--- src/rtl/serial_frame_pkg.sv ---
`default_nettype none
// ============================================================================
//  Module   : serial_frame_pkg
//  Purpose  : Shared types and constants for the serial frame transmitter and
//             the matching receiver controller.
//  Contents : state_t FSM encoding, field widths, idle line level, and a
//             bit-select helper used to mux a field bit by a counter value.
//  Revision : 1.0  initial release
// ============================================================================
package serial_frame_pkg;

   localparam int   PORT_W     = 2;
   localparam int   LEN_W      = 4;
   localparam int   DATA_W     = 15;
   localparam logic IDLE_LEVEL = 1'b1;

   typedef enum logic [2:0] {
      IDLE  = 3'd0,
      START = 3'd1,
      PORT  = 3'd2,
      LEN   = 3'd3,
      DATA  = 3'd4,
      FIN   = 3'd5
   } state_t;

   // Picks vec[idx]. Going through a shift keeps the index width independent
   // of the field width; fields up to 32 bits are supported.
   function automatic logic sel_bit(input logic [31:0] vec, input logic [4:0] idx);
      logic [31:0] sh;
      sh = vec >> idx;
      return sh[0];
   endfunction

endpackage
`default_nettype wire

--- src/rtl/serial_frame_tx_if.sv ---
`default_nettype none
// ============================================================================
//  Module   : serial_frame_tx_if
//  Purpose  : Request/status bundle of the serial frame transmitter.
//  Signals  : clkEn (bit-advance enable), start, port, len, data (request),
//             SerOut (serial line), busy, Done (status).
//  Modports : master - frame source / observer; slave - the transmitter.
//  Revision : 1.0  initial release
// ============================================================================
interface serial_frame_tx_if #(
   parameter int LEN_W  = serial_frame_pkg::LEN_W,
   parameter int DATA_W = serial_frame_pkg::DATA_W
);
   logic                                clkEn;
   logic                                start;
   logic [serial_frame_pkg::PORT_W-1:0] port;
   logic [LEN_W-1:0]                    len;
   logic [DATA_W-1:0]                   data;
   logic                                SerOut;
   logic                                busy;
   logic                                Done;

   modport master (
      output clkEn, start, port, len, data,
      input  SerOut, busy, Done
   );

   modport slave (
      input  clkEn, start, port, len, data,
      output SerOut, busy, Done
   );
endinterface
`default_nettype wire

--- src/rtl/serial_frame_tx_bit_down_counter.sv ---
`default_nettype none
// ============================================================================
//  Module   : bit_down_counter
//  Purpose  : Loadable down-counter that walks the bit index of the field
//             currently being sent.
//  Ports    : clk, rst (sync, active high); ld/ld_val load; en decrements;
//             cnt current value; co high when cnt is zero.
//  Revision : 1.0  initial release
// ============================================================================
module bit_down_counter #(
   parameter int W = 4
) (
   input  wire logic         clk,
   input  wire logic         rst,
   input  wire logic         ld,
   input  wire logic [W-1:0] ld_val,
   input  wire logic         en,
   output logic      [W-1:0] cnt,
   output logic              co
);
   always_ff @(posedge clk) begin
      if (rst)
         cnt <= '0;
      else if (ld)
         cnt <= ld_val;
      else if (en)
         cnt <= cnt - W'(1);
   end

   assign co = (cnt == '0);
endmodule
`default_nettype wire

--- src/rtl/serial_frame_tx.sv ---
`default_nettype none
// ============================================================================
//  Module   : serial_frame_tx
//  Purpose  : Sends start bit, 2-bit port, LEN_W-bit length (MSB first) and
//             len payload bits (MSB first), one bit per clkEn cycle.
//  Ports    : clk, rst (sync, active high); bus (serial_frame_tx_if.slave):
//             clkEn, start, port, len, data in; SerOut, busy, Done out.
//  Revision : 1.0  initial release
// ============================================================================
module serial_frame_tx #(
   parameter int LEN_W  = serial_frame_pkg::LEN_W,
   parameter int DATA_W = serial_frame_pkg::DATA_W
) (
   input wire logic          clk,
   input wire logic          rst,
   serial_frame_tx_if.slave  bus
);
   import serial_frame_pkg::*;

   state_t              state, state_nxt;
   logic [PORT_W-1:0]   port_q;
   logic [LEN_W-1:0]    len_q;
   logic [DATA_W-1:0]   data_q;
   logic                ser_q, ser_nxt;
   logic                busy_q, busy_nxt;
   logic                done_q, done_nxt;
   logic                capture;
   logic                cnt_ld, cnt_en, cnt_co;
   logic [LEN_W-1:0]    cnt_ld_val, cnt, cnt_m1, len_m1;

   bit_down_counter #(.W(LEN_W)) u_cnt (
      .clk    (clk),
      .rst    (rst),
      .ld     (cnt_ld),
      .ld_val (cnt_ld_val),
      .en     (cnt_en),
      .cnt    (cnt),
      .co     (cnt_co)
   );

   assign cnt_m1 = cnt - LEN_W'(1);
   assign len_m1 = len_q - LEN_W'(1);

   always_ff @(posedge clk) begin
      if (rst) begin
         state  <= IDLE;
         port_q <= '0;
         len_q  <= '0;
         data_q <= '0;
         ser_q  <= IDLE_LEVEL;
         busy_q <= 1'b0;
         done_q <= 1'b0;
      end else begin
         state  <= state_nxt;
         ser_q  <= ser_nxt;
         busy_q <= busy_nxt;
         done_q <= done_nxt;
         if (capture) begin
            port_q <= bus.port;
            len_q  <= bus.len;
            data_q <= bus.data;
         end
      end
   end

   // The line is registered, so every transition also selects the bit that
   // the next state will present; without clkEn the line simply holds.
   always_comb begin
      state_nxt  = state;
      ser_nxt    = ser_q;
      capture    = 1'b0;
      cnt_ld     = 1'b0;
      cnt_ld_val = '0;
      cnt_en     = 1'b0;
      busy_nxt   = 1'b0;
      done_nxt   = 1'b0;
      case (state)
         IDLE: begin
            ser_nxt = IDLE_LEVEL;
            if (bus.start) begin
               capture   = 1'b1;
               state_nxt = START;
               ser_nxt   = 1'b0;
            end
         end
         START: if (bus.clkEn) begin
            state_nxt  = PORT;
            cnt_ld     = 1'b1;
            cnt_ld_val = LEN_W'(1);
            ser_nxt    = port_q[1];
         end
         PORT: if (bus.clkEn) begin
            if (cnt_co) begin
               state_nxt  = LEN;
               cnt_ld     = 1'b1;
               cnt_ld_val = LEN_W'(LEN_W - 1);
               ser_nxt    = len_q[LEN_W-1];
            end else begin
               // PORT only ever sees cnt = 1 and 0, so the bit after 1 is 0.
               cnt_en  = 1'b1;
               ser_nxt = port_q[0];
            end
         end
         LEN: if (bus.clkEn) begin
            if (cnt_co) begin
               if (len_q != '0) begin
                  state_nxt  = DATA;
                  cnt_ld     = 1'b1;
                  cnt_ld_val = len_m1;
                  ser_nxt    = sel_bit(32'(data_q), 5'(len_m1));
               end else begin
                  state_nxt = FIN;
                  ser_nxt   = IDLE_LEVEL;
               end
            end else begin
               cnt_en  = 1'b1;
               ser_nxt = sel_bit(32'(len_q), 5'(cnt_m1));
            end
         end
         DATA: if (bus.clkEn) begin
            if (cnt_co) begin
               state_nxt = FIN;
               ser_nxt   = IDLE_LEVEL;
            end else begin
               cnt_en  = 1'b1;
               ser_nxt = sel_bit(32'(data_q), 5'(cnt_m1));
            end
         end
         FIN: begin
            state_nxt = IDLE;
            ser_nxt   = IDLE_LEVEL;
         end
         default: begin
            state_nxt = IDLE;
            ser_nxt   = IDLE_LEVEL;
         end
      endcase
      busy_nxt = (state_nxt == START) || (state_nxt == PORT) ||
                 (state_nxt == LEN)   || (state_nxt == DATA);
      done_nxt = (state_nxt == FIN);
   end

   assign bus.SerOut = ser_q;
   assign bus.busy   = busy_q;
   assign bus.Done   = done_q;
endmodule
`default_nettype wire

--- src/flat_wrapper.sv ---
// flat-port wrapper written by rule: the top's interface ports become plain ports
module serial_frame_tx_flat import serial_frame_pkg::*;
#(
   parameter int LEN_W  = serial_frame_pkg::LEN_W,
   parameter int DATA_W = serial_frame_pkg::DATA_W
)
  (clk, rst, bus_clkEn, bus_start, bus_port, bus_len, bus_data, bus_SerOut, bus_busy, bus_Done);
  serial_frame_tx_if #(.LEN_W(LEN_W), .DATA_W(DATA_W)) bus_i ();
  input wire logic clk;
  input wire logic rst;
  input wire logic [$bits(bus_i.clkEn)-1:0] bus_clkEn;
  input wire logic [$bits(bus_i.start)-1:0] bus_start;
  input wire logic [$bits(bus_i.port)-1:0] bus_port;
  input wire logic [$bits(bus_i.len)-1:0] bus_len;
  input wire logic [$bits(bus_i.data)-1:0] bus_data;
  output wire logic [$bits(bus_i.SerOut)-1:0] bus_SerOut;
  output wire logic [$bits(bus_i.busy)-1:0] bus_busy;
  output wire logic [$bits(bus_i.Done)-1:0] bus_Done;
  assign bus_i.clkEn = bus_clkEn;
  assign bus_i.start = bus_start;
  assign bus_i.port = bus_port;
  assign bus_i.len = bus_len;
  assign bus_i.data = bus_data;
  assign bus_SerOut = bus_i.SerOut;
  assign bus_busy = bus_i.busy;
  assign bus_Done = bus_i.Done;
  serial_frame_tx #(.LEN_W(LEN_W), .DATA_W(DATA_W)) u_core (.clk(clk), .rst(rst), .bus(bus_i));
endmodule
--- config.mk ---
export PLATFORM = sky130hd
export DESIGN_NAME = serial_frame_tx_flat
export DESIGN_NICKNAME = d
export VERILOG_FILES = /design/src/rtl/serial_frame_pkg.sv /design/src/rtl/serial_frame_tx_if.sv /design/src/rtl/serial_frame_tx_bit_down_counter.sv /design/src/rtl/serial_frame_tx.sv /design/src/flat_wrapper.sv
export SDC_FILE = /design/constraint.sdc
export NUM_CORES = 1
export LEC_CHECK = 0
export BUFFER_PORTS_ARGS = -buffer_cell sky130_fd_sc_hd__buf_4
export CAP_MARGIN = 20
export CORE_ASPECT_RATIO = 0.8
export CORE_MARGIN = 2
export CORE_UTILIZATION = 45
export CTS_CLUSTER_DIAMETER = 100
export CTS_CLUSTER_SIZE = 40
export DETAILED_ROUTE_END_ITERATION = 12
export PLACE_DENSITY = 0.66
export SLEW_MARGIN = 20
export SYNTH_ARGS = -nofsm -noshare
export SYNTH_HDL_FRONTEND = slang
export SYNTH_HIERARCHICAL = 1
export SYNTH_SLANG_ARGS = --single-unit
--- constraint.sdc ---
create_clock -name clk -period 3.6 [get_ports clk]
set_input_delay 0.36 -clock clk [delete_from_list [all_inputs] [get_ports clk]]
set_output_delay 0.36 -clock clk [all_outputs]
set_load 0.01 [all_outputs]
======== Word-level counts from Yosys, hierarchy flattened ========
Cells that the tools add are included.
storage, ports and cells
  register bits ........................... 31
  input bits .............................. 25
  output and inout bits ................... 3
  word-level logic and storage cells ...... 76
operators by class
  $add $sub $neg .......................... 2
  eq/ne operators ......................... 13
  shifts and indexed selects .............. 3
  mux-type cells .......................... 41
  reduce and logical (&&, ||, !) cells .... 9
operator list
  cell                                                  number
  >> shifter 15 x 4 -> 1 bit                            2
  2-to-1 mux 3 bit                                      8
  2-to-1 mux 4 bit                                      6
  2-to-1 mux 1 bit                                      22
  one-hot mux 3 bit (5 select lines)                    1
  equality test 3 x 2 -> 1 bit (second input constant)  4
  one-hot mux 4 bit (3 select lines)                    1
  equality test 3 bit (second input constant)           3
  inequality test 2 bit (second input constant)         4
  subtractor 4 x 1 -> 4 bit (second input constant)     2
  equality test 3 x 1 -> 1 bit (second input constant)  2
  one-hot mux 1 bit (5 select lines)                    1
  logical NOT 4 bit                                     1
  AND reduction 4 bit                                   1
  nonzero test 4 bit                                    1
  >> shifter 4 x 4 -> 1 bit                             1
  logical NOT 3 bit                                     1
  logical OR 1 bit                                      3
  one-hot mux 1 bit (3 select lines)                    1
  OR reduction 3 bit                                    1
  2-to-1 mux 2 bit                                      1
  nonzero test 2 bit                                    1

======== Logic depth before layout (Yosys ltp) ========
Gate-level depths: netlist (run 1).
  word-level depth ........................ 9
  gate-level depth with buffers ........... 12
  mapped depth without buffers ............ 11

======== Modules after synthesis ========
Netlist (run 1), hierarchy kept.
by module, submodules not included
  module            times used  cells an instance  area an instance (µm²)  sequential area each (µm²)
  serial_frame_tx   1           196                1590.3                  540.5
  bit_down_counter  1           26                 232.7                   80.1

======== Worst setup path after synthesis (run 1) ========
Ideal clock, no wire load.
  path kind ............................... flip-flop to flip-flop
  start point ............................. register u_core.u_cnt.cnt[0]
  end point ............................... register u_core.u_cnt.cnt[3]
  library setup time ...................... 0.115 ns
  arrival time ............................ 1.906 ns
  required time ........................... 3.485 ns
  slack ................................... 1.579 ns
  cell stages (with the launch flop) ...... 9
  buffers on the path ..................... 1
  period minus slack after synthesis ...... 2.021 ns
  cell sequence ........................... dfxtp_1 -> inv_1 -> ha_1 -> nor3b_1 -> buf_6 -> nor3b_1 -> nor4b_4 -> xor2_1 -> o21a_1
on the way
  longest elaborated chain between the ends .. 5
  elaborated cells on any way between the ends .. 16
  classes of those cells .................. add/sub: 1; mux: 13; reduce/logical: 2
RTL lines
  element                              line                                                                   source
  start: declaration                   serial_frame_tx_bit_down_counter.sv:18                                 output logic [W-1:0] cnt,
  start signal: assignment             serial_frame_tx_bit_down_counter.sv:25                                 cnt <= ld_val;
  start signal: assignment             serial_frame_tx_bit_down_counter.sv:27                                 cnt <= cnt - W'(1);
  logical NOT 4 bit                    serial_frame_tx_bit_down_counter.sv:30                                 assign co = (cnt == '0);
  net u_core.cnt_co                    serial_frame_tx.sv:28                                                  logic cnt_ld, cnt_en, cnt_co;
  2-to-1 mux 1 bit                     serial_frame_tx.sv:93, serial_frame_tx.sv:105, serial_frame_tx.sv:121
  2-to-1 mux 1 bit                     serial_frame_tx.sv:92                                                  PORT: if (bus.clkEn) begin
  2-to-1 mux 1 bit                     --
  net u_core.cnt_en                    serial_frame_tx.sv:28
  nonzero test 2 bit (no source line)  --
The timed path passes the listed nets, and every way through them passes these cells. The select of a mux whose other input is x is not followed.
A chain may end at the register's enable or synchronous reset.

======== Final worst setup path (run 1) ========
  start point ............................. register u_core.u_cnt.cnt[0]
  end point ............................... register u_core.u_cnt.cnt[0]
on the way
  longest elaborated chain between the ends .. 5
  elaborated cells on any way between the ends .. 18
  classes of those cells .................. add/sub: 1; mux: 15; reduce/logical: 2
RTL lines
  element                                                 line                                           source
  logical NOT 4 bit *                                     serial_frame_tx_bit_down_counter.sv:30
  net u_core.cnt_co                                       serial_frame_tx.sv:28
  2-to-1 mux 1 bit, on equally long branches              serial_frame_tx.sv:105, serial_frame_tx.sv:93
  2-to-1 mux 1 bit, on equally long branches              serial_frame_tx.sv:104, serial_frame_tx.sv:92
  one-hot mux 1 bit (3 select lines) *                    serial_frame_tx.sv:77                          case (state)
  net u_core.cnt_ld                                       serial_frame_tx.sv:28
  2-to-1 mux 4 bit or nonzero test 2 bit (tied branches)  --
Mark *: on every way through the listed nets, which the timed path passes. The rest lies on a longest branch. The select of a mux whose other input is x is not followed.

==> impl_metrics.env, run 1 <==
export IMPL_yosys_top_cells_count="nand2_1, a21oi_1, dfxtp_1"
export IMPL_synth_fa_ha_area_frac=0.0206
export IMPL_crit_arrival_ps=3020
export IMPL_path_buf_inv=2
export IMPL_worstSetupPathType="register to register"
export IMPL_seq_area_frac_synth=0.340
export IMPL_period_needed_ps=2850
export IMPL_synth_fp_nets=250
export IMPL_drt_pass1_iter_count=4
export IMPL_synthSimpleGateAreaFrac=0.235
export IMPL_drive_above_1_share=0.176
export IMPL_post_cts_repair_setup_buffers=0
export IMPL_core_mm2=0.00385
export IMPL_grt_overflow=0
export IMPL_grt_pass1_wl_um=6330
export IMPL_clockBufferDepth=2
export IMPL_synth_compound_area_frac=0.176
export IMPL_grt_max_degree=31
export IMPL_crit_chain="inv_1, ha_1, nor3b_1, and2_1, o21ai_0, o21ai_0, buf_4, mux2i_1, nor2_1"
export IMPL_num_fill_cells=388
export IMPL_routedWlPerCell_um=12.7
export IMPL_final_core_util=0.559
export IMPL_drcViolationCount=0
export IMPL_placed_cells=291
export IMPL_area_delta_synth_final_pct=18.2
export IMPL_postCtsHoldBufs=0
export IMPL_cts_tree="done"
export IMPL_io_pins=28
export IMPL_tns_ps=0
export IMPL_setup_violations_final=0
export IMPL_insertion_delay_ps=280
export IMPL_tightestPinTransition_ps=967
export IMPL_synth_area_mux_share=0.135
export IMPL_grt_pass1_vias=1370
export IMPL_row_count=20
export IMPL_synth_seq_cells=31
export IMPL_crit_path_max_incr_delay_ps=790
export IMPL_synth_top_family_by_area="simple AND/OR/NAND/NOR gates"
export IMPL_ys_types=41
export IMPL_status="completed"
export IMPL_path_max_fanout=10
export IMPL_start_kind="register"
export IMPL_clk_pin_slew_ps=60
export IMPL_max_clock_freq_mhz=351
export IMPL_period_share=0.792
export IMPL_cap_violations=0
export IMPL_ys_async_sr_fraction=0
export IMPL_cpMaxStageDelayCell="nor3b_1"
export IMPL_drtAntennaViolNets=0
export IMPL_ys_flop_type="dfxtp_1"
export IMPL_syn_avg_cell_area_um2=8.21
export IMPL_rsz0062_at_grt="no"
export IMPL_hold_path_class="input pin to register"
export IMPL_synth_most_common_cell="nand2_1"
export IMPL_netlist_instances=222
export IMPL_antenna_cells=0
export IMPL_synth_edf_count=0
export IMPL_antenna_found_initial=0
export IMPL_fin_nets=271
export IMPL_grtUsageTotal=0.185
export IMPL_vias_per_cell=5.21
export IMPL_vias=1557
export IMPL_p_per_area_mw_per_mm2=485
export IMPL_skew_ps=5.35
export IMPL_routed_wl_um=3800
export IMPL_postPlaceCellArea_mm2=0.00202
export IMPL_synth_top_area_frac=0.340
export IMPL_synth_area_top_cells="dfxtp_1, nand2_1, a21oi_1, mux4_1, mux4_2"
export IMPL_cts_repair_resized=0
export IMPL_dp_hpwl_um=2690
export IMPL_place_congestion=0.823
export IMPL_cts_sinks=31
export IMPL_drv_slew=0
export IMPL_port_buffers=27
export IMPL_die_area_mm2=0.00458
export IMPL_stdcell_count=299
export IMPL_finalPower_mw=1.05
export IMPL_leakage_nw=0.821
export IMPL_slew_headroom=0.354
export IMPL_synth_xor_area_frac=0.0288
export IMPL_crit_required_ps=3770
export IMPL_die_y_um=60.9
export IMPL_netlist_area_mm2=0.00182
export IMPL_initial_core_util=0.473
export IMPL_die_w_um=75.2
export IMPL_endpoint_kind="register"
export IMPL_drtIter0Drc=76
export IMPL_clock_tree_htree_level_count=2
export IMPL_yosysWarnings=6
export IMPL_finalHoldViolations=0
export IMPL_crit_family="simple AND/OR/NAND/NOR gates"
export IMPL_crit_top_cell="o21ai_0"
export IMPL_root_buffer="clkbuf_8"
export IMPL_stdcell_area_mm2=0.00215
export IMPL_ir_drop_mv=0.277
export IMPL_synth_largest_area_cell="dfxtp_1"
export IMPL_numCtsBuffers=5
layout make-up:
cell class	instances	area (µm²)	area share
timing repair buffer	28	210	0.0976
multi-input combinational	167	1080	0.503
inverter	10	37.5	0.0174
sequential	31	621	0.288
tap	55	68.8	0.0319
clock buffer	6	72.6	0.0337
clock inverter	2	60.1	0.0279
layout by cell type, fill, tap and decap left out, types with 2 or more instances in the layout:
cell type   n
a21oi_1    32
a221oi_1    2
and2_1      4
buf_4      28
bufinv_16   2
clkbuf_8    5
dfxtp_1    31
ha_1        3
inv_1      10
mux2_2      2
mux2i_1     5
mux4_1      4
mux4_2      3
nand2_1    49
nand2b_1    5
nand3_1     3
nand3b_1    4
nor2_1     10
nor2b_1     3
nor3_1      4
nor3b_1     2
o21a_1      3
o21ai_0     7
o31ai_1     2
xnor2_1     4
xor2_1      2
worst min-delay path: stages:
cell and delay, ps:
buf_4 110, nand2_1 40, a21oi_1 50
routing by layer:
| layer | wire, µm | share of wire | global-route usage | vias up |
|---|---|---|---|---|
| met5 | 0 | 0 | 0 | - |
| met4 | 38 | 0.010 | 0.0752 | 0 |
| met3 | 165 | 0.043 | 0.0498 | 5 |
| met2 | 1570 | 0.41 | 0.259 | 38 |
| met1 | 2020 | 0.53 | 0.269 | 692 |
| li1 | - | - | - | 822 |
stage by stage:
step | hold slack [ps] | worst slack (ps)
5_1_grt | 318 | 454
4_1_cts | 313 | 791
3_3_place_gp | 447 | 1000
3_5_place_dp | 454 | 839
6_report | 320 | 748
2_1_floorplan | 429 | 1580
kinds of logic after synthesis:
logic type                 Yosys count
and+or+nand+nor                     89
AOI/OAI and AO/OA                   55
DFF                                 31
buffers and inverters               24
muxes                               14
xor gates and xnor gates             6
adders and majority gates            3
power by group:
| part | internal [mW] | total [mW] | switching (mW) |
|---|---|---|---|
| logic | 0.110 | 0.230 | 0.120 |
| registers | 0.372 | 0.410 | 0.0378 |
| clock network | 0.277 | 0.405 | 0.128 |
state kept, by name, summed over array words and instances, names as in the netlist:
signal             flops
u_core/bus.Done        1
u_core/bus.SerOut      1
u_core/bus.busy        1
u_core/data_q         15
u_core/len_q           4
u_core/port_q          2
u_core/state           3
u_core/u_cnt/cnt       4
final timing paths:
| kind | startpoint | to | slack (ps) | cells past startpoint |
|---|---|---|---|---|
| max | u_core/u_cnt/cnt[0] | u_core/u_cnt/cnt[0] | 750 | 9 |
| min | bus_data[5] | u_core/data_q[5] | 320 | 3 |
| max reg2reg | u_core/u_cnt/cnt[0] | u_core/u_cnt/cnt[0] | 750 | 9 |
| min reg2reg | u_core/port_q[0] | u_core/port_q[0] | 460 | 2 |
(Power assumes the default switching activity.)
==> run 2, diff against run 1 <==
- clock period: 3.6 -> 2.91 ns (I/O delays scaled with it)
==> impl_metrics.env, run 2 (synthesis results as in run 1) <==
export IMPL_status="completed"
export IMPL_dp_hpwl_um=2900
export IMPL_routed_wl_um=3890
export IMPL_drive_above_1_share=0.186
export IMPL_grtUsageMet2=0.282
export IMPL_final_cell_mix="nand2_1, a21oi_1, buf_4, dfxtp_1"
export IMPL_grt_pass1_vias=1435
export IMPL_drcViolationCount=0
export IMPL_grt_use_met3=0.0498
export IMPL_crit_required_ps=3080
export IMPL_p_per_area_mw_per_mm2=597
export IMPL_vias_per_cell=5.33
export IMPL_vias=1611
export IMPL_regMostFlops="u_core/data_q"
export IMPL_drtIter0Drc=155
export IMPL_cts_tree="done"
export IMPL_grtUsageTotal=0.198
export IMPL_num_fill_cells=398
export IMPL_clk_pin_slew_ps=70
export IMPL_root_buffer="clkbuf_8"
export IMPL_drv_slew=0
export IMPL_post_cts_repair_setup_buffers=0
export IMPL_grt_pass1_wl_um=6810
export IMPL_row_count=20
export IMPL_netSwitchingFraction=0.271
export IMPL_fin_nets=274
export IMPL_postCtsHoldBufs=0
export IMPL_cts_sinks=31
export IMPL_die_area_mm2=0.00458
export IMPL_power_internal_mw=0.947
export IMPL_period_share=0.789
export IMPL_place_congestion=0.854
export IMPL_drtAntennaViolNets=0
export IMPL_routedWlPerCell_um=12.9
export IMPL_core_mm2=0.00385
export IMPL_cap_violations=0
export IMPL_cts_repair_resized=0
export IMPL_largestRegisters="u_core/data_q x15, u_core/len_q x4, u_core/u_cnt/cnt x4"
export IMPL_p_comb_frac=0.231
export IMPL_worstSetupPathType="register to register"
export IMPL_slew_headroom=0.537
export IMPL_path_max_fanout=8
export IMPL_top_usage_layer="met1"
export IMPL_clkPwrFrac=0.383
export IMPL_tns_ps=0
export IMPL_leakage_nw=0.837
export IMPL_grt_max_degree=31
export IMPL_insertion_delay_ps=270
export IMPL_start_kind="register"
export IMPL_holdWs_ps=257
export IMPL_numCtsBuffers=5
export IMPL_ir_drop_mv=0.272
export IMPL_tightestPinTransition_ps=694
export IMPL_endpoint_kind="register"
export IMPL_seqPwrFrac=0.386
export IMPL_io_pins=28
export IMPL_clockBufferDepth=2
export IMPL_antenna_found_initial=0
export IMPL_rsz0062_at_grt="no"
export IMPL_drt_pass1_iter_count=4
export IMPL_finalHoldViolations=0
export IMPL_final_common_cell="nand2_1"
export IMPL_crit_arrival_ps=2460
export IMPL_grtUsageMet1=0.299
export IMPL_period_needed_ps=2300
export IMPL_power_switching_mw=0.352
export IMPL_max_clock_freq_mhz=436
export IMPL_setup_violations_final=0
export IMPL_port_buffers=27
export IMPL_antenna_cells=0
export IMPL_skew_ps=5.71
export IMPL_die_w_um=75.2
export IMPL_largest_reg_flops=15
export IMPL_hold_path_class="input pin to register"
export IMPL_clock_tree_htree_level_count=2
export IMPL_initial_core_util=0.473
export IMPL_die_y_um=60.9
export IMPL_grt_overflow=0
export IMPL_area_delta_synth_final_pct=19.4
[run 2: cell count changes in the layout (fill, tap and decap cells not counted), sizes merged]
cell / change
buf: +3
[run 2: final timing paths]
path | from | to | slack, ps | cells past startpoint
max | u_core/u_cnt/cnt[1] | u_core/u_cnt/cnt[3] | 610 | 8
min | bus_data[5] | u_core/data_q[5] | 260 | 3
max reg2reg | u_core/u_cnt/cnt[1] | u_core/u_cnt/cnt[3] | 610 | 8
min reg2reg | u_core/port_q[0] | u_core/port_q[0] | 460 | 2
[run 2: cell type report]
type                    count  area (µm²)  area share
clock buffers               6        72.6      0.0333
clock inverters             2        60.1      0.0276
inverters                  10        37.5      0.0172
multi-input cells         167        1080       0.498
flip-flops and latches     31         621       0.285
well taps                  55        68.8      0.0316
repair buffers             31         233       0.107
[run 2: critical path: stages, from the launching register on]
cell     delay [ps]
dfxtp_1         450
inv_1            80
ha_1            200
nor3b_1         140
buf_4           180
nor3b_1         550
nor4b_4         320
xor2_1           90
o21a_1          180
[run 2: routing by layer]
metal / vias to the layer above / routed length (µm) / part of all wire
met1: 744 / 1970 / 0.51
met2: 37 / 1740 / 0.45
met3: 2 / 166 / 0.043
met4: 0 / 14 / 0.0036
met5: - / 0 / 0
li1: 828 / - / -
[run 2: power by group through the flow]
stage               Clock [mW]  Combinational (mW)  Sequential [mW]
finish                   0.498               0.299            0.502
global route             0.534               0.336            0.509
floorplan                    0               0.235            0.496
detailed placement           0               0.300            0.511
CTS                      0.509               0.302            0.502
global placement             0               0.299            0.510
[run 2: stage by stage]
step | util | setup slack, ps | cell area (µm²) | power (mW) | instances
CTS | 0.565 | 637 | 2180 | 1.31 | 302
global placement | 0.531 | 746 | 2040 | 0.810 | 294
floorplan | - | 889 | 1820 | 0.731 | 222
detailed placement | 0.531 | 643 | 2040 | 0.812 | 294
global route | 0.565 | 403 | 2180 | 1.38 | 302
finish | 0.565 | 614 | 2180 | 1.30 | 302
==> run 3, diff against run 2 <==
- ABC_AREA: unset -> 1
- PLACE_DENSITY: 0.66 -> 0.65
- clock period: 2.91 -> 2.17 ns (I/O delays scaled with it)
==> impl_metrics.env, run 3 <==
export IMPL_synth_xor_area_frac=0.0135
export IMPL_path_buf_inv=4
export IMPL_start_kind="register"
export IMPL_p_per_area_mw_per_mm2=691
export IMPL_cap_violations=0
export IMPL_ys_flop_type="dfxtp_1"
export IMPL_synth_top_area_frac=0.319
export IMPL_routedWlPerCell_um=11.3
export IMPL_numCtsBuffers=5
export IMPL_grt_max_degree=44
export IMPL_core_mm2=0.00418
export IMPL_netlist_instances=301
export IMPL_row_count=21
export IMPL_r2r_start="u_core/u_cnt/cnt[1]"
export IMPL_ir_drop_mv=0.350
export IMPL_dp_hpwl_um=3310
export IMPL_slew_headroom=0.619
export IMPL_holdWs_ps=170
export IMPL_final_common_cell="nand2_1"
export IMPL_cts_tree="done"
export IMPL_power_internal_mw=1.07
export IMPL_p_comb_frac=0.303
export IMPL_setup_violations_final=0
export IMPL_post_cts_repair_setup_buffers=0
export IMPL_port_buffers=27
export IMPL_syn_avg_cell_area_um2=6.47
export IMPL_skew_ps=4.83
export IMPL_max_clock_freq_mhz=516
export IMPL_synth_seq_cells=31
export IMPL_postCtsHoldBufs=0
export IMPL_post_place_ws_ps=-27.1
export IMPL_postLayoutSetupSlackWorst_ps=232
export IMPL_grtUsageTotal=0.199
export IMPL_yosysWarnings=6
export IMPL_synth_edf_count=0
export IMPL_period_needed_ps=1940
export IMPL_min_from="rst"
export IMPL_synth_area_mux_share=0
export IMPL_crit_top_cell="o21ai_1"
export IMPL_drv_slew=0
export IMPL_synth_area_top_cells="dfxtp_1, nand2_1, nand3_1, inv_1, a21oi_1"
export IMPL_period_share=0.893
export IMPL_synth_top_family_by_area="simple AND/OR/NAND/NOR gates"
export IMPL_grt_overflow=0
export IMPL_fin_nets=361
export IMPL_grt_pass1_vias=1776
export IMPL_crit_arrival_ps=2120
export IMPL_synthSimpleGateAreaFrac=0.344
export IMPL_netlist_area_mm2=0.00195
export IMPL_synth_largest_area_cell="dfxtp_1"
export IMPL_yosys_top_cells_count="nand2_1, inv_1, nand3_1"
export IMPL_seq_area_frac_synth=0.319
export IMPL_crit_family="simple AND/OR/NAND/NOR gates"
export IMPL_place_congestion=0.920
export IMPL_vias_per_cell=4.86
export IMPL_synth_fp_nets=329
export IMPL_drive_above_1_share=0.207
export IMPL_endpoint_kind="register"
export IMPL_antenna_cells=0
export IMPL_drt_pass1_iter_count=4
export IMPL_rsz0062_at_grt="no"
export IMPL_seqPwrFrac=0.411
export IMPL_synth_compound_area_frac=0.170
export IMPL_die_y_um=62.8
export IMPL_clk_pin_slew_ps=60
export IMPL_cts_sinks=31
export IMPL_routed_wl_um=4420
export IMPL_clockBufferDepth=2
export IMPL_vias=1894
export IMPL_synth_fa_ha_area_frac=0.0193
export IMPL_leakage_nw=1.09
export IMPL_crit_start="u_core/u_cnt/cnt[1]"
export IMPL_tightestPinTransition_ps=571
export IMPL_ys_types=31
export IMPL_placed_cells=383
export IMPL_initial_core_util=0.466
export IMPL_stdcell_count=390
export IMPL_area_delta_synth_final_pct=19.3
export IMPL_die_area_mm2=0.00487
export IMPL_insertion_delay_ps=280
export IMPL_finalHoldViolations=0
export IMPL_drcViolationCount=0
export IMPL_ys_async_sr_fraction=0
export IMPL_worstSetupPathType="register to register"
export IMPL_crit_chain="inv_1, ha_1, nor3b_4, nand2_1, nor2_1, nor2_1, o21ai_1, buf_4, inv_2, nand2_2, o21ai_1, o21ai_1, inv_1"
export IMPL_crit_path_max_incr_delay_ps=330
export IMPL_largestRegisters="u_core/data_q x15, u_core/len_q x4, u_core/u_cnt/cnt x4"
export IMPL_crit_required_ps=2350
export IMPL_synth_most_common_cell="nand2_1"
export IMPL_hold_path_class="input pin to register"
export IMPL_final_cell_mix="nand2_1, inv_1, nand3_1, buf_4, dfxtp_1"
export IMPL_postPlaceCellArea_mm2=0.00222
export IMPL_status="completed"
export IMPL_drtIter0Drc=137
export IMPL_cpMaxStageDelayCell="dfxtp_1"
export IMPL_io_pins=28
export IMPL_stdcell_area_mm2=0.00232
export IMPL_grt_pass1_wl_um=7870
export IMPL_die_w_um=77.5
export IMPL_drtAntennaViolNets=0
export IMPL_netSwitchingFraction=0.336
export IMPL_root_buffer="clkbuf_8"
export IMPL_regMostFlops="u_core/data_q"
export IMPL_worst_r2r_setup_slack_ps=230
export IMPL_largest_reg_flops=15
export IMPL_finalPower_mw=1.61
export IMPL_clkPwrFrac=0.286
export IMPL_antenna_found_initial=0
export IMPL_power_switching_mw=0.539
export IMPL_clock_tree_htree_level_count=2
export IMPL_path_max_fanout=7
## run 3: cell types whose count changed in the layout (fill, tap and decap cells not counted), sizes merged, moves of 6 or more
cell / before / now
nor2: 10 / 25
nand2: 49 / 68
nand3: 3 / 40
inv: 10 / 50
mux4: 7 / 0
o21ai: 8 / 29
a21oi: 32 / 26
## run 3: worst paths after layout
path / to / cells after the start
min: u_core/state[1] / 2
max: u_core/u_cnt/cnt[0] / 13
min reg2reg: u_core/port_q[0] / 2
max reg2reg: u_core/u_cnt/cnt[0] / 13
## run 3: power by group through the flow
stage,Sequential (mW),Clock [mW],Combinational (mW)
2_1_floorplan,0.666,0,0.356
3_3_place_gp,0.669,0,0.476
3_5_place_dp,0.670,0,0.479
4_1_cts,0.659,0.469,0.483
5_1_grt,0.666,0.493,0.558
6_report,0.659,0.459,0.487
## run 3: repair_timing
action / CTS / global route
pin swaps: 0 / 0
hold endpoints to repair: 0 / 0
resized for setup: 1 / 2
endpoints found under the setup margin: 2 / 4
gates cloned: 0 / 0
## run 3: final cells by class
cell class | instances | area (µm²)
Tap cell | 57 | 71.3
Sequential cell | 31 | 621
Clock inverter | 1 | 5.00
Inverter | 51 | 205
Clock buffer | 6 | 82.6
Multi-Input combinational cell | 209 | 1080
Fill cell | 439 | 1850
Timing Repair Buffer | 35 | 263
## run 3: cell families (layout without fill, tap and decap cells)
kind of cell    count (synthesis)  in the layout
fa+ha+maj                       3              3
buf+inv                        61             93
simple gates                  142            142
flops                          31             31
compound gates                 61             61
xor+xnor                        3              3
## run 3: routing by layer
layer,GRT usage,vias to the layer above,share of wire
li1,-,1033,-
met1,0.279,812,0.54
met2,0.290,45,0.40
met3,0.0535,4,0.053
met4,0.0781,0,0.0091
met5,0,-,0
## run 3: through the flow
step,util,setup TNS [ps]
after global placement,0.532,0
after CTS,0.555,0
final,0.556,0
after detailed placement,0.532,-53.3
after global routing,0.556,0
after floorplan,-,0
